### config.mk
export PLATFORM = sky130hd
export DESIGN_NAME = vend_payout_ctrl
export DESIGN_NICKNAME = d
export VERILOG_FILES = /design/src/rtl/vend_payout_ctrl.sv
export SDC_FILE = /design/constraint.sdc
export NUM_CORES = 1
export LEC_CHECK = 0
export BUFFER_PORTS_ARGS = -buffer_cell sky130_fd_sc_hd__buf_2
export CELL_PAD_IN_SITES_DETAIL_PLACEMENT = 1
export CELL_PAD_IN_SITES_GLOBAL_PLACEMENT = 1
export CORE_MARGIN = 3
export CORE_UTILIZATION = 46
export DETAILED_ROUTE_END_ITERATION = 8
export GPL_ROUTABILITY_DRIVEN = 0
export MAX_ROUTING_LAYER = met4
export PLACE_DENSITY = 0.75
export SYNTH_ARGS = -nofsm -noshare
export SYNTH_HDL_FRONTEND = slang
export SYNTH_SLANG_ARGS = --single-unit
### constraint.sdc
create_clock -name clock -period 2.4 [get_ports clock]
set_clock_uncertainty 0.15 [all_clocks]
set_input_delay 0.48 -clock clock [delete_from_list [all_inputs] [get_ports clock]]
set_output_delay 0.48 -clock clock [all_outputs]
set_load 0.005 [all_outputs]
### src/rtl/vend_payout_ctrl.sv
// rtl/vend_payout_ctrl.sv - vending payout sequencer: queued vend pulse plus acked quarter ejection
module vend_payout_ctrl #(
    parameter int PULSE_CYC   = 4,
    parameter int GAP_CYC     = 2,
    parameter int TIMEOUT_CYC = 64,
    parameter int FIFO_DEPTH  = 4
) (
    input  logic       clock,
    input  logic       rst,
    input  logic       dispense,
    input  logic [1:0] change,
    input  logic       eject_ack,
    output logic       vend_motor,
    output logic       coin_eject,
    output logic       busy,
    output logic       queue_full,
    output logic       overflow,
    output logic       fault
);

    localparam int AW   = (FIFO_DEPTH > 1) ? $clog2(FIFO_DEPTH) : 1;
    localparam int CW   = $clog2(FIFO_DEPTH) + 1;
    localparam int TM1  = (PULSE_CYC > GAP_CYC) ? PULSE_CYC : GAP_CYC;
    localparam int TMAX = (TM1 > TIMEOUT_CYC) ? TM1 : TIMEOUT_CYC;
    localparam int TW   = $clog2(TMAX + 1);

    typedef enum logic [2:0] {
        S_IDLE,
        S_VEND,
        S_GAP,
        S_EJECT,
        S_WAIT_ACK,
        S_FAULT
    } state_t;

    state_t          state, state_nxt;
    logic [TW-1:0]   timer, timer_nxt;
    logic [1:0]      coins_left, coins_nxt;
    logic            ack_seen, ack_nxt;

    logic [1:0]      mem [FIFO_DEPTH];
    logic [AW-1:0]   wr_ptr, rd_ptr;
    logic [CW-1:0]   count, count_nxt;
    logic            fifo_full, pop, push, drop;
    logic [1:0]      head;

    assign fifo_full = (count == CW'(FIFO_DEPTH));
    assign pop       = (state == S_IDLE) && (count != '0);
    // A pop frees a slot on the same edge, so a full FIFO can still accept a push.
    assign push      = dispense && (!fifo_full || pop);
    assign drop      = dispense && fifo_full && !pop;
    assign head      = mem[rd_ptr];

    always_comb begin
        count_nxt = count;
        if (push && !pop)
            count_nxt = count + 1'b1;
        else if (pop && !push)
            count_nxt = count - 1'b1;
    end

    always_comb begin
        state_nxt = state;
        timer_nxt = timer;
        coins_nxt = coins_left;
        ack_nxt   = ack_seen;
        case (state)
            S_IDLE: begin
                if (pop) begin
                    state_nxt = S_VEND;
                    timer_nxt = TW'(PULSE_CYC);
                    coins_nxt = head;
                end
            end
            S_VEND: begin
                if (timer <= TW'(1)) begin
                    state_nxt = S_GAP;
                    timer_nxt = TW'(GAP_CYC);
                end else begin
                    timer_nxt = timer - 1'b1;
                end
            end
            S_GAP: begin
                if (timer <= TW'(1)) begin
                    if (coins_left != 2'd0) begin
                        state_nxt = S_EJECT;
                        timer_nxt = TW'(PULSE_CYC);
                        ack_nxt   = 1'b0;
                    end else begin
                        state_nxt = S_IDLE;
                        timer_nxt = '0;
                    end
                end else begin
                    timer_nxt = timer - 1'b1;
                end
            end
            S_EJECT: begin
                if (eject_ack)
                    ack_nxt = 1'b1;
                if (timer <= TW'(1)) begin
                    ack_nxt = 1'b0;
                    // An ack arriving on the final pulse cycle still counts as inside the pulse.
                    if (ack_seen || eject_ack) begin
                        if (coins_left != 2'd0)
                            coins_nxt = coins_left - 2'd1;
                        state_nxt = S_GAP;
                        timer_nxt = TW'(GAP_CYC);
                    end else begin
                        state_nxt = S_WAIT_ACK;
                        timer_nxt = TW'(TIMEOUT_CYC);
                    end
                end else begin
                    timer_nxt = timer - 1'b1;
                end
            end
            S_WAIT_ACK: begin
                if (eject_ack) begin
                    if (coins_left != 2'd0)
                        coins_nxt = coins_left - 2'd1;
                    state_nxt = S_GAP;
                    timer_nxt = TW'(GAP_CYC);
                end else if (timer <= TW'(1)) begin
                    state_nxt = S_FAULT;
                    timer_nxt = '0;
                end else begin
                    timer_nxt = timer - 1'b1;
                end
            end
            S_FAULT: begin
                state_nxt = S_FAULT;
            end
            default: begin
                state_nxt = S_IDLE;
                timer_nxt = '0;
            end
        endcase
    end

    always_ff @(posedge clock) begin
        if (push)
            mem[wr_ptr] <= change;
    end

    always_ff @(posedge clock) begin
        if (rst) begin
            state      <= S_IDLE;
            timer      <= '0;
            coins_left <= 2'd0;
            ack_seen   <= 1'b0;
            wr_ptr     <= '0;
            rd_ptr     <= '0;
            count      <= '0;
            vend_motor <= 1'b0;
            coin_eject <= 1'b0;
            busy       <= 1'b0;
            queue_full <= 1'b0;
            overflow   <= 1'b0;
            fault      <= 1'b0;
        end else begin
            state      <= state_nxt;
            timer      <= timer_nxt;
            coins_left <= coins_nxt;
            ack_seen   <= ack_nxt;
            count      <= count_nxt;
            if (push)
                wr_ptr <= (wr_ptr == AW'(FIFO_DEPTH - 1)) ? '0 : wr_ptr + 1'b1;
            if (pop)
                rd_ptr <= (rd_ptr == AW'(FIFO_DEPTH - 1)) ? '0 : rd_ptr + 1'b1;
            // Drives follow the state being entered; busy reflects the state being left.
            vend_motor <= (state_nxt == S_VEND);
            coin_eject <= (state_nxt == S_EJECT);
            busy       <= (state != S_IDLE) || (count != '0);
            queue_full <= (count_nxt == CW'(FIFO_DEPTH));
            overflow   <= overflow | drop;
            fault      <= fault | (state_nxt == S_FAULT);
        end
    end

endmodule

# [Word level (Yosys, flattened, before mapping)]
# Memory sizes are Yosys's and may differ from the RTL's. A register that Yosys moved wholly into a read port is not among the register bits.
# Index checks and enable logic that the tools add are counted.
# W data, S select, Z words.
[word_totals] inputBits=6 reg_bits=26 mem_count=1 out_inout_bits=6 ram_bits=8
[memory_table] name="mem" words=4 word_bits=2 rd=1 rd_clocked_by_memory_dff=1 write_ports=1 line="41" text="logic [1:0] mem [FIFO_DEPTH];"
[classes] eq_ne=19 addsub=6 reduce_logical=21 n_bitwise=3 order_cmp=1 mux=37
[ops] cell="$mux W7" n=7
[ops] cell="$pmux W7 S6" n=1
[ops] cell="$mux W3" n=10
[ops] cell="$mux W2" n=10
[ops] cell="$pmux W3 S6" n=1
[ops] cell="$eq A3 B3 Y1 const B" n=5
[ops] cell="$ne A2 B2 Y1 const B" n=6
[ops] cell="$eq A3 B2 Y1 const B" n=3
[ops] cell="$reduce_bool A3 Y1" n=3
[ops] cell="$le A7 B1 Y1 const B" n=1
[ops] cell="$sub A7 B1 Y7 const B" n=1
[ops] cell="$eq A3 B1 Y1 const B" n=2
[ops] cell="$logic_and A1 B1 Y1" n=6
[ops] cell="$mux W1" n=6
[ops] cell="$pmux W2 S3" n=1
[ops] cell="$reduce_and A5 Y1" n=1
[ops] cell="$add A2 B1 Y2 const B" n=2
[ops] cell="$eq A2 B2 Y1 const B" n=2
[ops] cell="$reduce_and A4 Y1" n=1
[ops] cell="$reduce_bool A2 Y1" n=2
[ops] cell="$add A3 B1 Y3 const B" n=1
[ops] cell="$logic_not A1 Y1" n=3
[ops] cell="$logic_not A3 Y1" n=1
[ops] cell="$logic_or A1 B1 Y1" n=3
[ops] cell="7 further kinds" n=8

# [Depth between registers and ports, before layout]
[logic_depth] word_depth=9 ltp_mapped=8

# [Worst setup path after synthesis]
# OpenSTA, ideal clock, no wires.
[synth_path] path_type="reg2reg" start="register timer[2]" end="register vend_motor" slack_ps=388 path_stages_with_launch=6 required_time_ps=2134 setup_time_ps=116 arrival_time_ps=1746 period_less_slack_ps=2012 path_cell_list="dfxtp_1 -> or4_4 -> nor3_1 -> nand3_1 -> o31a_1 -> and3_1"
[synth_between] elab_chain_len=5 elab_cells_between_ends=8 cone_classes="1 x order compare; 1 x eq/ne; 6 x mux"
[synth_lines] item="start, declared" line="37" text="logic [TW-1:0] timer, timer_nxt;"
[synth_lines] item="start signal, assigned" line="161" text="timer <= timer_nxt;"
[synth_lines] item="$le A7 B1 Y1 *"
[synth_lines] item="$mux W3" line="122" text="end else if (timer <= TW'(1)) begin"
[synth_lines] item="$mux W3" line="117" text="if (eject_ack) begin"
[synth_lines] item="$pmux W3 S6 *" line="67" text="case (state)"
[synth_lines] item="$eq A3 B1 Y1 *" line="170" text="vend_motor <= (state_nxt == S_VEND);"
[synth_lines] item="end signal, assigned" line="170"
[synth_lines] item="end, declared" line="13" text="output logic vend_motor,"
# Mark *: on every way between the ends. The rest lies on a longest branch, timed or not.
# A chain may end at the register's enable or synchronous reset.

# [Final worst setup path]
[layout_path] start="register state[1]" end="register coins_left[0]"
[layout_between] elab_chain_len=4 elab_cells_between_ends=11 cone_classes="6 x eq/ne; 1 x mux; 4 x reduce/logical"
[layout_lines] item="start, declared" line="36" text="state_t state, state_nxt;"
[layout_lines] item="start signal, assigned" line="160" text="state <= state_nxt;"
[layout_lines] item="$logic_not A3 Y1" line="48, 67"
[layout_lines] item="$logic_and A1 B1 Y1" line="48" text="assign pop = (state == S_IDLE) && (count != '0);"
[layout_lines] item="$ne A2 B2 Y1 (no source line)"
[layout_lines] item="$reduce_and A5 Y1 (no source line)"
[layout_lines] item="end signal, assigned" line="162" text="coins_left <= coins_nxt;"
[layout_lines] item="end, declared" line="38" text="logic [1:0] coins_left, coins_nxt;"
# Parallel ways exist; a longest one is shown, timed or not.

==> results.tsv <==
stage	metric	value	unit
cts	cts-hold-fix-buffers	0	
worst_setup_path	timing.critical_path.buf_inv	0	
timing	timing.final.crit_share	89.9	%
yosys	syn_inst	203	
yosys	yosys_warnings	0	
floorplan	ios	12	
yosys	synth-edff-count	8	
detailed_routing	final_antenna_net_count	0	
grt	antenna_found_initial	0	
yosys	ys_seq_area_share	42.1	%
detailed_routing	drt_first_iter_violations	81	
timing	rsz0062_at_grt	no	
worst_setup_path	worst_path_largest_cell_delay	0.58	ns
timing	worst-slew-pin-transition	0.614	ns
timing	max-slew-margin-rel	58.9	%
timing	timing.final.ws_setup	0.243	ns
placed_design	post-place-ws	0.261	ns
worst_setup_path	critPathArrivalTime	2.21	ns
worst_setup_path	timing.critical_path.max_delay_family	compound AO/OA/AOI/OAI gates	
yosys	yosys.cell_types.count	55	
layout	fillerInstances	437	
detailed_routing	post_route_m1_wl	1.98	mm
layout	drive_above_1_share	15.9	%
detailed_routing	highest-signal-layer	met4	
timing	setup_total_negative_slack	0	ns
power_and_ir_drop	p_leak	0.859	nW
worst_setup_path	start_kind	register	
detailed_routing	detail_route.vias_per_cell	5.82	
floorplan	chipHeight	70.3	microns
yosys	synthesis.nets	220	
grt	via_count_of_the_first_global_routing_pass	1584	
detailed_routing	drc_errors	0	
placed_design	placed_cells_incl_taps	260	
floorplan	rows	22	
cts	cts.clk_slew.worst_paths	0.08	ns
grt	globalRouteOverflowTotal	0	
timing	maxSlewViolCount	0	
cts	cts_root_buffer	clkbuf_8	
floorplan	die_w	70.3	microns
flow_run	max_cap_viol_count	0	
cts	clock_tree_from_tritoncts	yes	
detailed_routing	routed-wl-met2	2.13	mm
cts	cts-htree-levels	2	
cts	cts-buffers-inserted	5	
floorplan	effective_utilization_at_floorplan	49.7	%
timing	setup_viol_count_final	0	
yosys	syn_area_per_cell	9.36	sq um
floorplan	die_area	4940	sq um
cts	clock_path_buffers	2	
placed_design	detailed_placement_hpwl	3.22	mm
layout	layout.cells.most_common_list	nor2_1, dfxtp_1, inv_1	
yosys	yosys_register_bits	36	
layout	multi_input_area	1030	sq um
worst_setup_path	data_required_time_of_the_critical_path	2.46	ns
cts	cts.sink_count	36	
timing	fin_crit	2.16	ns
min_path	timing.hold.worst.class	input pin to register	
detailed_routing	wirelength	4.33	mm
yosys	synthArstFlopShare	0	%
layout	utilization_after_layout	55.9	%
layout	layout_stage_area_growth_over_the_synthesis_result	12.6	%
layout	regArea	801	sq um
grt	grt_usage	19.6	%
yosys	synth_flop_cell	dfxtp_1	
detailed_routing	drt-wirelength-per-cell	16.1	microns
power_and_ir_drop	pwr_density_cell	1370	nW/um^2
grt	global_route_wire_length_before_repair	7.38	mm
cts	worst_skew_pair.late_latency	0.29	ns
floorplan	coreArea	3830	sq um
worst_setup_path	timing.critical_path.fanout_max	18	
yosys	mappedNetlistArea	1900	sq um
detailed_routing	total_number_of_vias	1560	
power_and_ir_drop	ir_drop	0.723	mV
detailed_routing	met3WireLength	105	microns
worst_setup_path	timing.critical_path.cells	or2_2, o32ai_1, a31oi_1, a311oi_1	
timing	final_hold_vios	0	
worst_setup_path	endpoint_kind	register	
layout	layout.nets	236	
layout	layout.cells.non_filler	268	
detailed_routing	drt-pass1-iter-count	4	
layout	num_antenna_cells	0	
outcome	run_status	completed	
placed_design	portBuffers	11	
worst_setup_path	critical_path.slowest_cell	o32ai_1	
worst_setup_path	critical_path_class	register to register	
timing	fmaxAchievable	464	MHz
grt	pin_count_of_the_biggest_net_entering_global_routing	19	
[kinds of logic (layout without fill, tap and decap cells)]
family | count (synthesis) | in the layout | synth area share (%)
flip-flops | 36 | 36 | 42.1
XOR/XNOR | 3 | 3 | 1.38
adder cells (fa/ha/maj) | 11 | 11 | 7.24
multiplexers | 8 | 8 | 5.60
buffers and inverters | 20 | 37 | 4.02
AO/OA/AOI/OAI | 48 | 48 | 18.8
AND/OR/NAND/NOR | 77 | 77 | 20.8
[flip-flops by register name, indices dropped and copies added, names as in the netlist, named ones only]
name and flops:
count 3, wr_ptr 2, rd_ptr 2, fault 1, busy 1, queue_full 1, coins_left 2, overflow 1
coin_eject 1, timer 7, vend_motor 1, state 3, ack_seen 1, mem 8
[final cells by class]
type	instances	share of cell area (%)
Timing Repair Buffer	16	4.33
Sequential cell	36	37.4
Clock inverter	3	1.99
Tap cell	48	2.81
Inverter	13	2.28
Clock buffer	5	3.22
Multi-Input combinational cell	147	48.0
[repair_timing]
item / CTS / global route
hold endpoints to repair: 0 / 0
resized for setup: 0 / 1
setup buffers: 0 / 0
endpoints found under the setup margin: 0 / 1
[power breakdown]
| group | switching, mW | total, mW | internal [mW] | leakage (nW) |
|---|---|---|---|---|
| combinational | 0.794 | 1.43 | 0.638 | 0.502 |
| clock | 0.225 | 0.532 | 0.307 | 0.0541 |
| sequential | 0.177 | 0.957 | 0.780 | 0.303 |
| total | 1.20 | 2.92 | 1.73 | 0.859 |
[metal layers]
metal / track usage, % / up-vias
met2: 33.2 / 17
met3: 3.88 / 12
met4: 8.09 / 0
met5: - / -
li1: - / 775
met1: 22.4 / 756
[cell usage after synthesis, types with 2 or more instances]
cell	instances	share of area, %
nand2_1	12	2.4
nor4_1	3	0.99
ha_1	11	7.2
xor2_1	2	0.92
and3b_1	2	0.92
clkbuf_1	5	0.99
a22oi_1	2	0.79
o31a_1	2	0.92
nor3b_1	4	1.6
nor3_1	5	1.3
edfxtp_1	8	13
nor2b_1	4	1.3
or3_1	2	0.66
o32ai_1	2	0.92
a31oi_1	3	0.99
a21oi_1	11	2.9
o21ba_2	2	1.1
inv_1	13	2.6
nor2_1	28	5.5
o21ai_0	3	0.79
o211ai_1	2	0.79
dfxtp_1	28	29
nand2b_1	3	0.99
o2111ai_1	2	0.92
nand3_1	3	0.79
and2_1	4	1.3
a311oi_1	3	1.4
mux2i_1	5	2.6
o21bai_1	2	0.79
mux4_2	2	2.4
[metrics by stage]
step                      hold slack, ns  area (sq um)  power (mW)
final                              0.263          2140        2.92
after global routing               0.263          2140        3.16
after CTS                          0.259          2140        2.93
after detailed placement           0.307          2030        2.38
after global placement             0.298          2030        2.31
after floorplan                    0.308          1900        2.00
[path summary, 6_finish.rpt]
kind | startpoint | endpoint | slack (ns) | depth (start not counted)
worst min-delay path | change[0] | mem[2][0] | 0.26 | 1
worst max-delay path | state[1] | coins_left[0] | 0.24 | 4
worst min register to register | fault | fault | 0.33 | 2
worst max register to register | state[1] | coins_left[0] | 0.24 | 4
No activity file was read; power rests on OpenSTA's default activity.
